`src/rtl/keypad_scan_cntr.sv`:
```
// rtl/keypad_scan_cntr.sv - 4x4 active-low keypad scanner with press/release debounce
module keypad_scan_cntr #(
  parameter int SCAN_DIV     = 100_000,
  parameter int DEBOUNCE_CNT = 10
) (
  input  logic       clk,
  input  logic       reset_p,
  input  logic [3:0] row,
  output logic [3:0] col,
  output logic [3:0] key_value,
  output logic       key_valid,
  output logic       key_held
);

  localparam int DIV_W = $clog2(SCAN_DIV);
  localparam int DB_W  = $clog2(DEBOUNCE_CNT + 1);

  localparam logic [DIV_W-1:0] DIV_LAST     = DIV_W'(SCAN_DIV - 1);
  localparam logic [DB_W-1:0]  DB_FULL      = DB_W'(DEBOUNCE_CNT);
  localparam logic [DB_W-1:0]  DB_LAST_OPEN = DB_W'(DEBOUNCE_CNT - 1);

  localparam logic [1:0] ST_SCAN     = 2'd0;
  localparam logic [1:0] ST_DEBOUNCE = 2'd1;
  localparam logic [1:0] ST_PRESSED  = 2'd2;

  logic [3:0]       r_row_m;
  logic [3:0]       r_row_s;
  logic [3:0]       r_col;
  logic [3:0]       r_cap_row;
  logic [3:0]       r_cap_col;
  logic [3:0]       r_key_value;
  logic             r_key_valid;
  logic             r_key_held;
  logic [1:0]       r_state;
  logic [DIV_W-1:0] r_div_cnt;
  logic [DB_W-1:0]  r_db_cnt;

  logic             w_tick;
  logic             w_row_valid;
  logic [1:0]       w_row_idx;
  logic [1:0]       w_cap_row_idx;
  logic [1:0]       w_col_idx;
  logic [3:0]       w_col_next;

  always_ff @(posedge clk or posedge reset_p) begin
    if (reset_p) begin
      r_row_m <= 4'b1111;
      r_row_s <= 4'b1111;
    end else begin
      r_row_m <= row;
      r_row_s <= r_row_m;
    end
  end

  always_ff @(posedge clk or posedge reset_p) begin
    if (reset_p) begin
      r_div_cnt <= '0;
    end else if (r_div_cnt == DIV_LAST) begin
      r_div_cnt <= '0;
    end else begin
      r_div_cnt <= r_div_cnt + DIV_W'(1);
    end
  end

  assign w_tick     = (r_div_cnt == DIV_LAST);
  assign w_col_next = {r_col[2:0], r_col[3]};

  // Multi-zero patterns (two keys on the driven column) are treated as no key.
  always_comb begin
    w_row_valid = 1'b1;
    w_row_idx   = 2'd0;
    case (r_row_s)
      4'b1110: w_row_idx = 2'd0;
      4'b1101: w_row_idx = 2'd1;
      4'b1011: w_row_idx = 2'd2;
      4'b0111: w_row_idx = 2'd3;
      default: w_row_valid = 1'b0;
    endcase
  end

  always_comb begin
    w_cap_row_idx = 2'd0;
    case (r_cap_row)
      4'b1101: w_cap_row_idx = 2'd1;
      4'b1011: w_cap_row_idx = 2'd2;
      4'b0111: w_cap_row_idx = 2'd3;
      default: w_cap_row_idx = 2'd0;
    endcase
  end

  always_comb begin
    w_col_idx = 2'd0;
    case (r_cap_col)
      4'b1101: w_col_idx = 2'd1;
      4'b1011: w_col_idx = 2'd2;
      4'b0111: w_col_idx = 2'd3;
      default: w_col_idx = 2'd0;
    endcase
  end

  always_ff @(posedge clk or posedge reset_p) begin
    if (reset_p) begin
      r_state     <= ST_SCAN;
      r_col       <= 4'b1110;
      r_cap_row   <= 4'b1111;
      r_cap_col   <= 4'b1110;
      r_db_cnt    <= '0;
      r_key_value <= 4'd0;
      r_key_valid <= 1'b0;
      r_key_held  <= 1'b0;
    end else begin
      r_key_valid <= 1'b0;
      if (w_tick) begin
        case (r_state)
          ST_SCAN: begin
            if (w_row_valid) begin
              r_cap_row <= r_row_s;
              r_cap_col <= r_col;
              r_db_cnt  <= DB_W'(1);
              r_state   <= ST_DEBOUNCE;
            end else begin
              r_col <= w_col_next;
            end
          end
          // The capture tick counts as the first stable sample.
          ST_DEBOUNCE: begin
            if (r_row_s == r_cap_row) begin
              if (r_db_cnt == DB_FULL) begin
                r_key_value <= {w_cap_row_idx, w_col_idx};
                r_key_valid <= 1'b1;
                r_key_held  <= 1'b1;
                r_db_cnt    <= '0;
                r_state     <= ST_PRESSED;
              end else begin
                r_db_cnt <= r_db_cnt + DB_W'(1);
              end
            end else begin
              r_db_cnt <= '0;
              r_state  <= ST_SCAN;
            end
          end
          ST_PRESSED: begin
            if (r_row_s == 4'b1111) begin
              if (r_db_cnt == DB_LAST_OPEN) begin
                r_key_held <= 1'b0;
                r_db_cnt   <= '0;
                r_col      <= w_col_next;
                r_state    <= ST_SCAN;
              end else begin
                r_db_cnt <= r_db_cnt + DB_W'(1);
              end
            end else begin
              r_db_cnt <= '0;
            end
          end
          default: begin
            r_db_cnt <= '0;
            r_state  <= ST_SCAN;
          end
        endcase
      end
    end
  end

  assign col       = r_col;
  assign key_value = r_key_value;
  assign key_valid = r_key_valid;
  assign key_held  = r_key_held;

endmodule
```
`config.mk`:
```
export PLATFORM = sky130hd
export DESIGN_NAME = keypad_scan_cntr
export DESIGN_NICKNAME = d
export VERILOG_FILES = /design/src/rtl/keypad_scan_cntr.sv
export SDC_FILE = /design/constraint.sdc
export NUM_CORES = 1
export LEC_CHECK = 0
export CAP_MARGIN = 5
export CORE_UTILIZATION = 58
export CTS_CLUSTER_DIAMETER = 120
export DETAILED_ROUTE_END_ITERATION = 10
export GPL_ROUTABILITY_DRIVEN = 0
export PLACE_DENSITY = 0.82
export SLEW_MARGIN = 40
export SYNTH_ARGS = -nofsm -noshare
export SYNTH_HDL_FRONTEND = slang
export SYNTH_SLANG_ARGS = --single-unit
```
`constraint.sdc`:
```
create_clock -name clk -period 3 [get_ports clk]
set_input_delay 0.6 -clock clk [delete_from_list [all_inputs] [get_ports clk]]
set_output_delay 0.6 -clock clk [all_outputs]
set_load 0.02 [all_outputs]
```
==> flow_metrics.py, run 1 <==
metrics = {
    "worst_setup_path": {
        "r2r_cells": 6,
        "r2r-start": "r_div_cnt[0]$_DFF_PP0_",
        "max_stage_delay_ns": 0.67,
        "r2r_end": "r_cap_col[0]$_DFFE_PP0P_",
        "crit_fanout": 8,
        "required_ns": 3.19,
        "cp-start-kind": "register",
        "critical_path.cell_chain": "ha_1, and4_1, nand2_1, or3_1, or4_1, mux2_4",
        "cp-end-kind": "register",
        "worstPathArrival_ns": 2.80,
        "crit_path_top_delay_cell": "or4_1",
        "cp.buffers_inverters": 0,
        "critical_path.top_delay_family": "simple AND/OR/NAND/NOR gates",
        "rrSetupSlack_ns": 0.39,
        "worst-setup-path-type": "reg2reg",
    },
    "global_routing": {
        "grt_pass1_wl_um": 7360,
        "grt_usage_pct": 23.6,
        "antenna_found_initial": 0,
        "grt_pass1_vias": 1616,
        "grt_max_degree": 47,
        "grt-ovfl-total": 0,
    },
    "floorplan": {
        "rows": 22,
        "die_h_um": 64.9,
        "dieArea_um2": 4220,
        "start_util_pct": 61.8,
        "core_um2": 3720,
        "die_x_um": 64.9,
        "ios": 16,
    },
    "final_layout": {
        "layout_common_cells": "31 x dfrtp_1, 18 x dfstp_2, 15 x nor2_1, 15 x clkdlybuf4s50_1, 14 x xnor2_1",
        "final_core_util_pct": 70.3,
        "final_common_cell": "dfrtp_1",
        "antenna_cells": 0,
        "syn2layout_area_growth_pct": 13.7,
        "fillerInstances": 278,
        "nets": 220,
        "seq_area_um2": 1250,
        "multiInputGateArea_um2": 1020,
        "drive_above_1_share_pct": 23.4,
    },
    "routing": {
        "wl_per_cell_um": 15.9,
        "routed_wl_um": 4160,
        "drtIter0Drc": 45,
        "viasPerCell": 5.76,
        "antenna_left": 0,
        "drt_drc_violations_left": 0,
        "vias": 1509,
        "first_pass_iters": 4,
    },
    "sta": {
        "fin_setup_tns_ns": 0,
        "slew_headroom_pct": 61.0,
        "period_minus_slack_ns": 2.61,
        "fmax_ghz": 0.383,
        "slew_violations": 0,
        "clock_skew_ns": 0.0125,
        "worstMarginPinSlew_ns": 0.578,
        "rsz0062_at_grt": "no",
        "period_share_pct": 87.0,
        "hold_viol": 0,
        "setup_violations": 0,
    },
    "logic_synthesis": {
        "async_reset_ff_share_pct": 100,
        "synth_cells": 194,
        "ys.warnings.count": 0,
        "yosys.area.top_type": "dfrtp_1",
        "ys_ff_latch": 49,
        "ys.flop_type": "dfrtp_1",
        "synth_area_leaders": "dfrtp_1 34%, dfstp_2 21%, xnor2_1 5.3%, mux2_4 5.2%, mux2_2 3.9%",
        "synth_cell_type_count": 43,
        "avgSynthCellArea_um2": 11.8,
        "synth_area_um2": 2300,
        "synth_edf_count": 0,
        "synthesis.nets": 201,
        "synth_sequential_area_ratio_pct": 54.4,
        "synth_top_area_share_pct": 33.8,
    },
    "power": {
        "p_per_area_nw_per_um2": 436,
        "netSwitchingPower_mw": 0.241,
        "p_comb_share_pct": 2.5,
        "p_int_mw": 0.898,
        "p_total_mw": 1.14,
        "p_sw_share_pct": 21.1,
        "leakage_nw": 1.12,
        "seq_power_share_pct": 59.4,
        "p_clk_share_pct": 38.1,
        "vdd_drop_max_uv": 440,
    },
    "clock_tree": {
        "cts_buffers": 5,
        "worstSkewPairLatency_ns": 0.31,
        "cts.reportedPaths.clkPinSlew_ns": 0.09,
        "cts_setup_buffers": 0,
        "cts.sinks": 49,
        "cts_hold_buf": 0,
        "htreeDepth": 2,
        "clk_path_buf_depth": 2,
        "cts_tree": "yes",
        "cts-root-buf": "clkbuf_8",
        "ctsResizeCount": 0,
    },
    "worst_hold_path": {
        "hold_start": "r_row_m[1]$_DFF_PP1_",
        "holdPathStages": 0,
        "hp-class": "reg2reg",
        "whs_endpoint": "r_row_s[1]$_DFF_PP1_",
    },
    "outcome": {
        "status": "completed",
    },
    "run": {
        "cap_viol_max_count": 0,
    },
    "placement": {
        "dp_hpwl_um": 2920,
        "portBuffers": 15,
    },
}
[flip-flops by register name (all words and copies together), names as in the netlist]
signal     cells
r_cap_row      4
key_held       1
r_div_cnt     17
r_row_s        4
r_cap_col      4
r_db_cnt       4
key_value      4
key_valid      1
col            4
r_row_m        4
r_state        2
[power groups by stage]
stage	Combinational, mW	Clock [mW]	Sequential (mW)
2_1_floorplan	0.0163	0	0.687
3_3_place_gp	0.0272	0	0.688
3_5_place_dp	0.0294	0	0.689
4_1_cts	0.0295	0.445	0.677
5_1_grt	0.0322	0.472	0.677
6_report	0.0281	0.434	0.677
[per-layer routing]
| layer | GRT usage, % | share of wire, % | wire (µm) | up-vias |
|---|---|---|---|---|
| met5 | 0 | 0 | 0 | - |
| met4 | 8.61 | 1.1 | 46 | 0 |
| met3 | 6.34 | 2.6 | 107 | 8 |
| met2 | 39.7 | 53 | 2190 | 27 |
| met1 | 28.9 | 44 | 1820 | 740 |
| li1 | - | - | - | 734 |
[worst register-to-register path: cells and delay by family, from the launching register on]
| kind | cells | cell delay (ns) |
|---|---|---|
| AND/OR/NAND/NOR | 4 | 1.50 |
| flip-flops | 1 | 0.39 |
| multiplexers | 1 | 0.39 |
| adder cells (fa/ha/maj) | 1 | 0.22 |
[cell usage after synthesis, types with 2 or more instances]
| cell | number |
|---|---|
| and4b_1 | 2 |
| and3_1 | 6 |
| a21oi_1 | 2 |
| a31oi_1 | 2 |
| mux2_2 | 8 |
| nand3_1 | 9 |
| and2_1 | 3 |
| nand4bb_1 | 2 |
| a22oi_1 | 2 |
| nor2b_1 | 4 |
| dfstp_2 | 18 |
| clkbuf_1 | 3 |
| nor3_1 | 4 |
| nor2_1 | 15 |
| or2_2 | 2 |
| mux2_4 | 8 |
| nor4_1 | 2 |
| dfrtp_1 | 31 |
| o22ai_1 | 2 |
| nand2_1 | 8 |
| o31ai_1 | 4 |
| xnor2_1 | 14 |
| xor2_1 | 10 |
| nand4_1 | 5 |
| inv_1 | 3 |
| o21ai_0 | 4 |
| nand2b_1 | 4 |
| or3_1 | 2 |
[cells by family after synthesis]
logic type | share of synthesized area (%)
xor gates and xnor gates | 9.15
AOI/OAI and AO/OA | 6.26
adders and majority gates | 0.545
muxes | 9.59
buffers and inverters | 1.69
DFF | 54.4
and+or+nand+nor | 18.4
[how the worst max path moves through the flow]
stage	startpoint	endpoint	slack, ns	cells past startpoint
2_1_floorplan	r_div_cnt[13]$_DFF_PP0_	r_cap_col[0]$_DFFE_PP0P_	0.72	5
3_3_place_gp	r_div_cnt[0]$_DFF_PP0_	r_cap_col[0]$_DFFE_PP0P_	0.53	6
3_5_place_dp	r_div_cnt[0]$_DFF_PP0_	r_cap_col[0]$_DFFE_PP0P_	0.42	6
4_1_cts	r_div_cnt[0]$_DFF_PP0_	r_cap_col[0]$_DFFE_PP0P_	0.39	6
5_1_grt	r_div_cnt[0]$_DFF_PP0_	r_cap_col[0]$_DFFE_PP0P_	0.29	6
6_report	r_div_cnt[0]$_DFF_PP0_	r_cap_col[0]$_DFFE_PP0P_	0.39	6
[through the flow]
| step | worst slack [ns] | cell area, µm² | hold WS [ns] | instances |
|---|---|---|---|---|
| 3_5_place_dp | 0.416 | 2500 | 0.348 | 254 |
| 2_1_floorplan | 0.724 | 2300 | 0.345 | 194 |
| 5_1_grt | 0.285 | 2610 | 0.368 | 262 |
| 4_1_cts | 0.390 | 2610 | 0.361 | 262 |
| 3_3_place_gp | 0.535 | 2490 | 0.347 | 254 |
| 6_report | 0.391 | 2610 | 0.360 | 262 |
[area by class of cell]
cell class	instances	share of cell area [%]
Clock buffer	6	3.59
Clock inverter	2	0.527
Inverter	3	0.527
Multi-Input combinational cell	137	38.9
Sequential cell	49	47.8
Tap cell	48	2.30
Timing Repair Buffer	17	6.32
Note: power is estimated with default switching activity, not from simulation.
==> run 2, diff against run 1 <==
--- a/config.mk
+++ b/config.mk
@@ -6,11 +6,11 @@
 export NUM_CORES = 1
 export LEC_CHECK = 0
 export CAP_MARGIN = 5
-export CORE_UTILIZATION = 58
+export CORE_UTILIZATION = 52
 export CTS_CLUSTER_DIAMETER = 120
 export DETAILED_ROUTE_END_ITERATION = 10
 export GPL_ROUTABILITY_DRIVEN = 0
-export PLACE_DENSITY = 0.82
+export PLACE_DENSITY = 0.78
 export SLEW_MARGIN = 40
 export SYNTH_ARGS = -nofsm -noshare
 export SYNTH_HDL_FRONTEND = slang
==> constraint.sdc (replaced) <==
create_clock -name clk -period 2.4 [get_ports clk]
set_input_delay 0.48 -clock clk [delete_from_list [all_inputs] [get_ports clk]]
set_output_delay 0.48 -clock clk [all_outputs]
set_load 0.02 [all_outputs]
==> run 2 against run 1 <==
Setup slack worse by 0.33 ns. Routed wire length is 2.6% higher. First-iteration DRC count grew to 2.8 times the previous value.
==> flow_metrics.py, run 2 (synthesized netlist as in run 1, its figures left out) <==
metrics = {
    "global_routing": {
        "grt_pass1_wl_um": 7050,
        "grt_max_degree": 26,
        "grt_pass1_vias": 1543,
        "grt_usage_pct": 21.4,
        "antenna_found_initial": 0,
        "grt-ovfl-total": 0,
    },
    "worst_setup_path": {
        "r2r_cells": 7,
        "crit_fanout": 8,
        "r2r-start": "r_div_cnt[0]$_DFF_PP0_",
        "worstPathArrival_ns": 2.53,
        "cp-end-kind": "register",
        "cp.buffers_inverters": 1,
        "critical_path.top_delay_family": "simple AND/OR/NAND/NOR gates",
        "cp.depth": 7,
        "critical_path.cell_chain": "ha_2, and4_4, nand2_1, or3_1, or4_1, buf_4, mux2_4",
        "cp-start-kind": "register",
        "worst-setup-path-type": "reg2reg",
        "max_stage_delay_ns": 0.41,
        "crit_path_top_delay_cell": "or4_1",
        "required_ns": 2.59,
        "startpoint": "r_div_cnt[0]$_DFF_PP0_",
    },
    "clock_tree": {
        "cts-root-buf": "clkbuf_8",
        "htreeDepth": 2,
        "cts_buffers": 5,
        "worstSkewPairLatency_ns": 0.30,
        "cts_tree": "yes",
        "cts.reportedPaths.clkPinSlew_ns": 0.09,
        "cts.sinks": 49,
        "clk_path_buf_depth": 2,
        "cts_hold_buf": 0,
    },
    "sta": {
        "fin_setup_tns_ns": 0,
        "slew_headroom_pct": 60.3,
        "slew_violations": 0,
        "setup_violations": 0,
        "clock_skew_ns": 0.00362,
        "hold_viol": 0,
        "hold_ws_ns": 0.359,
        "worstMarginPinSlew_ns": 0.591,
        "fmax_ghz": 0.428,
        "period_share_pct": 97.3,
        "period_minus_slack_ns": 2.34,
    },
    "power": {
        "p_comb_share_pct": 2.9,
        "vdd_drop_max_uv": 474,
        "p_int_mw": 1.06,
        "leakage_nw": 1.18,
        "p_per_area_nw_per_um2": 502,
        "seq_power_share_pct": 62.2,
        "p_clk_share_pct": 35.0,
        "netSwitchingPower_mw": 0.299,
        "p_sw_share_pct": 22.0,
    },
    "final_layout": {
        "layout_common_cells": "31 x dfrtp_1, 18 x dfstp_2, 15 x nor2_1, 15 x clkdlybuf4s50_1",
        "syn2layout_area_growth_pct": 17.9,
        "multiInputGateArea_um2": 1020,
        "fillerInstances": 294,
        "largest_register": "r_div_cnt",
        "finalInstanceArea_um2": 2710,
        "nets": 233,
        "largest_reg_flops": 17,
        "drive_above_1_share_pct": 28.6,
        "final_common_cell": "dfrtp_1",
        "antenna_cells": 0,
        "seq_area_um2": 1250,
    },
    "routing": {
        "antenna_left": 0,
        "viasPerCell": 5.78,
        "drt_drc_violations_left": 0,
        "wl_per_cell_um": 15.4,
        "drtIter0Drc": 127,
        "vias": 1600,
        "routed_wl_um": 4270,
        "first_pass_iters": 4,
    },
    "worst_hold_path": {
        "holdPathStages": 0,
        "hold_start": "r_row_m[1]$_DFF_PP1_",
        "hp-class": "reg2reg",
    },
    "run": {
        "cap_viol_max_count": 0,
    },
    "floorplan": {
        "start_util_pct": 55.8,
        "dieArea_um2": 4690,
        "die_h_um": 68.5,
        "die_x_um": 68.5,
        "rows": 23,
        "core_um2": 4120,
        "ios": 16,
    },
    "placement": {
        "portBuffers": 15,
        "dpl_cell_area_um2": 2590,
        "dp_hpwl_um": 3130,
    },
    "outcome": {
        "status": "completed",
    },
}
[run 2: routing by layer]
metal | GRT usage, % | wire length [µm] | share of wire [%]
met1 | 26.1 | 1800 | 42
met3 | 6.00 | 166 | 3.9
met5 | 0 | 0 | 0
met4 | 9.64 | 90 | 2.1
met2 | 35.0 | 2210 | 52
[run 2: layout make-up]
cell class	count	area share [%]
clock buffer	5	2.54
clock inverter	3	0.785
inverter	3	0.416
multi-input combinational	137	37.7
sequential	49	46.1
tap	50	2.31
timing repair buffer	30	10.2
[run 2: path summary, 6_finish.rpt]
| path | to | slack (ns) |
|---|---|---|
| hold / removal | r_row_s[1]$_DFF_PP1_ | 0.36 |
| setup / recovery | r_cap_col[0]$_DFFE_PP0P_ | 0.06 |
| max in group asynchronous | r_row_m[2]$_DFF_PP1_ | 1.30 |
| hold reg to reg | r_row_s[1]$_DFF_PP1_ | 0.36 |
| min in group asynchronous | col[0]$_DFFE_PP0P_ | 0.53 |
| setup reg to reg | r_cap_col[0]$_DFFE_PP0P_ | 0.06 |
[run 2: power by group through the flow]
stage | combinational (mW) | sequential, mW | clock, mW
2_1_floorplan | 0.0204 | 0.859 | 0
3_3_place_gp | 0.0368 | 0.859 | 0
4_1_cts | 0.0391 | 0.845 | 0.492
6_report | 0.0389 | 0.846 | 0.476
3_5_place_dp | 0.0385 | 0.860 | 0
5_1_grt | 0.0441 | 0.847 | 0.526
[run 2: repair_timing]
action	4_1_cts	5_1_grt
setup buffers	0	2
gates resized for setup	0	4
endpoints found under the setup margin	0	9
[run 2: metrics by stage]
stage | setup slack, ns | power, mW | std cells | utilization (%)
finish | 0.0647 | 1.36 | 277 | 65.8
global route | -0.00232 | 1.42 | 277 | 65.8
CTS | 0.000407 | 1.38 | 275 | 65.2
detailed placement | 0.0541 | 0.899 | 267 | 63.0
global placement | 0.0987 | 0.896 | 267 | 63.0
floorplan | 0.124 | 0.879 | 194 | -
==> run 3, diff against run 2 <==
--- a/config.mk
+++ b/config.mk
@@ -11,6 +11,7 @@
 export DETAILED_ROUTE_END_ITERATION = 10
 export GPL_ROUTABILITY_DRIVEN = 0
 export PLACE_DENSITY = 0.78
+export SETUP_SLACK_MARGIN = 0.15
 export SLEW_MARGIN = 40
 export SYNTH_ARGS = -nofsm -noshare
 export SYNTH_HDL_FRONTEND = slang
==> run 3 against run 2 <==
Setup slack better by 0.054 ns. Total power up 4.9%. Clock power rose by 14%. Non-clock buffer count is 5 higher. Flip-flop and latch count is the same. Largest cell class unchanged.
==> flow_metrics.py, run 3 (synthesized netlist as in run 1, its figures left out) <==
metrics = {
    "routing": {
        "wl_per_cell_um": 16.6,
        "vias": 1637,
        "drtIter0Drc": 76,
        "antenna_left": 0,
        "viasPerCell": 5.80,
        "first_pass_iters": 4,
        "drt_drc_violations_left": 0,
        "routed_wl_um": 4680,
    },
    "global_routing": {
        "grt_max_degree": 50,
        "grt-ovfl-total": 0,
        "grt_pass1_vias": 1657,
        "grt_usage_pct": 22.1,
        "antenna_found_initial": 0,
        "grt_pass1_wl_um": 7400,
    },
    "sta": {
        "slew_violations": 0,
        "worstMarginPinSlew_ns": 0.582,
        "period_share_pct": 95.1,
        "rsz0062_at_grt": "yes",
        "fin_setup_tns_ns": 0,
        "period_minus_slack_ns": 2.28,
        "slew_headroom_pct": 60.9,
        "fmax_ghz": 0.438,
        "clock_skew_ns": 0.0143,
        "hold_viol": 0,
        "setup_violations": 0,
    },
    "power": {
        "p_per_area_nw_per_um2": 509,
        "vdd_drop_max_uv": 428,
        "leakage_nw": 1.22,
        "p_total_mw": 1.43,
    },
    "run": {
        "cap_viol_max_count": 0,
    },
    "outcome": {
        "status": "completed",
    },
    "worst_setup_path": {
        "worstPathArrival_ns": 2.47,
        "r2r-start": "r_div_cnt[0]$_DFF_PP0_",
        "worst-setup-path-type": "reg2reg",
        "max_stage_delay_ns": 0.43,
        "critical_path.cell_chain": "ha_4, and4_4, nand2_2, or3_4, or4_4, buf_8, mux2_4",
        "critical_path.top_delay_family": "simple AND/OR/NAND/NOR gates",
        "required_ns": 2.59,
        "cp.buffers_inverters": 1,
        "crit_path_top_delay_cell": "or4_4",
        "startpoint": "r_div_cnt[0]$_DFF_PP0_",
        "crit_fanout": 8,
        "cp-end-kind": "register",
        "cp-start-kind": "register",
    },
    "clock_tree": {
        "clk_path_buf_depth": 2,
        "htreeDepth": 2,
        "worstSkewPairLatency_ns": 0.31,
        "cts.sinks": 49,
        "cts_buffers": 5,
        "cts_tree": "yes",
        "cts_hold_buf": 0,
        "cts-root-buf": "clkbuf_8",
        "cts.reportedPaths.clkPinSlew_ns": 0.09,
    },
    "floorplan": {
        "rows": 23,
        "die_h_um": 68.5,
        "ios": 16,
        "dieArea_um2": 4690,
        "die_x_um": 68.5,
        "core_um2": 4120,
        "start_util_pct": 55.8,
    },
    "final_layout": {
        "finalNonFillerCells": 282,
        "multiInputGateArea_um2": 1060,
        "drive_above_1_share_pct": 31.9,
        "largest_reg_flops": 17,
        "syn2layout_area_growth_pct": 22.0,
        "final_core_util_pct": 68.1,
        "nets": 238,
        "largest_register": "r_div_cnt",
        "final_common_cell": "dfrtp_1",
        "fillerInstances": 303,
        "layout_common_cells": "30 x dfrtp_1, 19 x buf_4, 18 x dfstp_2",
        "antenna_cells": 0,
        "seq_area_um2": 1250,
    },
    "placement": {
        "dp_hpwl_um": 3050,
        "portBuffers": 15,
        "placed_cells": 266,
    },
    "worst_hold_path": {
        "hold_start": "r_row_m[2]$_DFF_PP1_",
        "hp-class": "reg2reg",
    },
}
-- run 3: metrics by stage --
stage	setup slack [ns]	hold WS, ns	area (µm²)
finish	0.119	0.359	2800
global route	0.0707	0.362	2800
CTS	0.112	0.360	2720
detailed placement	0.0398	0.347	2570
global placement	0.0874	0.348	2570
floorplan	0.124	0.345	2300
-- run 3: final timing paths --
path | cells past startpoint | to | slack, ns
hold / removal | 0 | r_row_s[2]$_DFF_PP1_ | 0.36
setup reg to reg | 7 | r_cap_col[0]$_DFFE_PP0P_ | 0.12
max in group asynchronous | 3 | r_div_cnt[10]$_DFF_PP0_ | 1.36
hold reg to reg | 0 | r_row_s[2]$_DFF_PP1_ | 0.36
min in group asynchronous | 3 | key_value[0]$_DFFE_PP0P_ | 0.63
setup / recovery | 7 | r_cap_col[0]$_DFFE_PP0P_ | 0.12
-- run 3: layout make-up --
| cell class | instances | share of cell area (%) |
|---|---|---|
| inverters | 3 | 0.402 |
| clock inverters | 2 | 0.580 |
| clock buffers | 6 | 3.35 |
| multi-input cells | 137 | 37.9 |
| repair buffers | 35 | 11.0 |
| flip-flops and latches | 49 | 44.6 |
| well taps | 50 | 2.23 |
-- run 3: timing repair --
action	in CTS	in global routing
endpoints found under the hold margin	0	0
gates resized for setup	4	8
pin swaps	2	2
buffers inserted	3	5
setup endpoints to repair	8	13
-- run 3: where the power goes --
group          leakage (nW)  switching, mW  internal [mW]
Sequential            0.604        0.00789          0.838
Combinational         0.560         0.0223         0.0143
Clock                0.0525          0.274          0.270
Total                  1.22          0.304           1.12
-- run 3: worst register-to-register path: stages (launching register included) --
cell     delay, ns
dfrtp_1       0.42
ha_4          0.16
and4_4        0.24
nand2_2       0.07
or3_4         0.39
or4_4         0.43
buf_8         0.16
mux2_4        0.29
-- run 3: metal layers --
metal,vias up,part of all wire [%],routed length [µm],global-route usage [%]
met5,-,0,0,0
met4,0,1.7,80,8.85
met3,9,3.5,162,6.00
met2,44,51,2360,37.4
met1,818,44,2070,26.3
li1,766,-,-,-
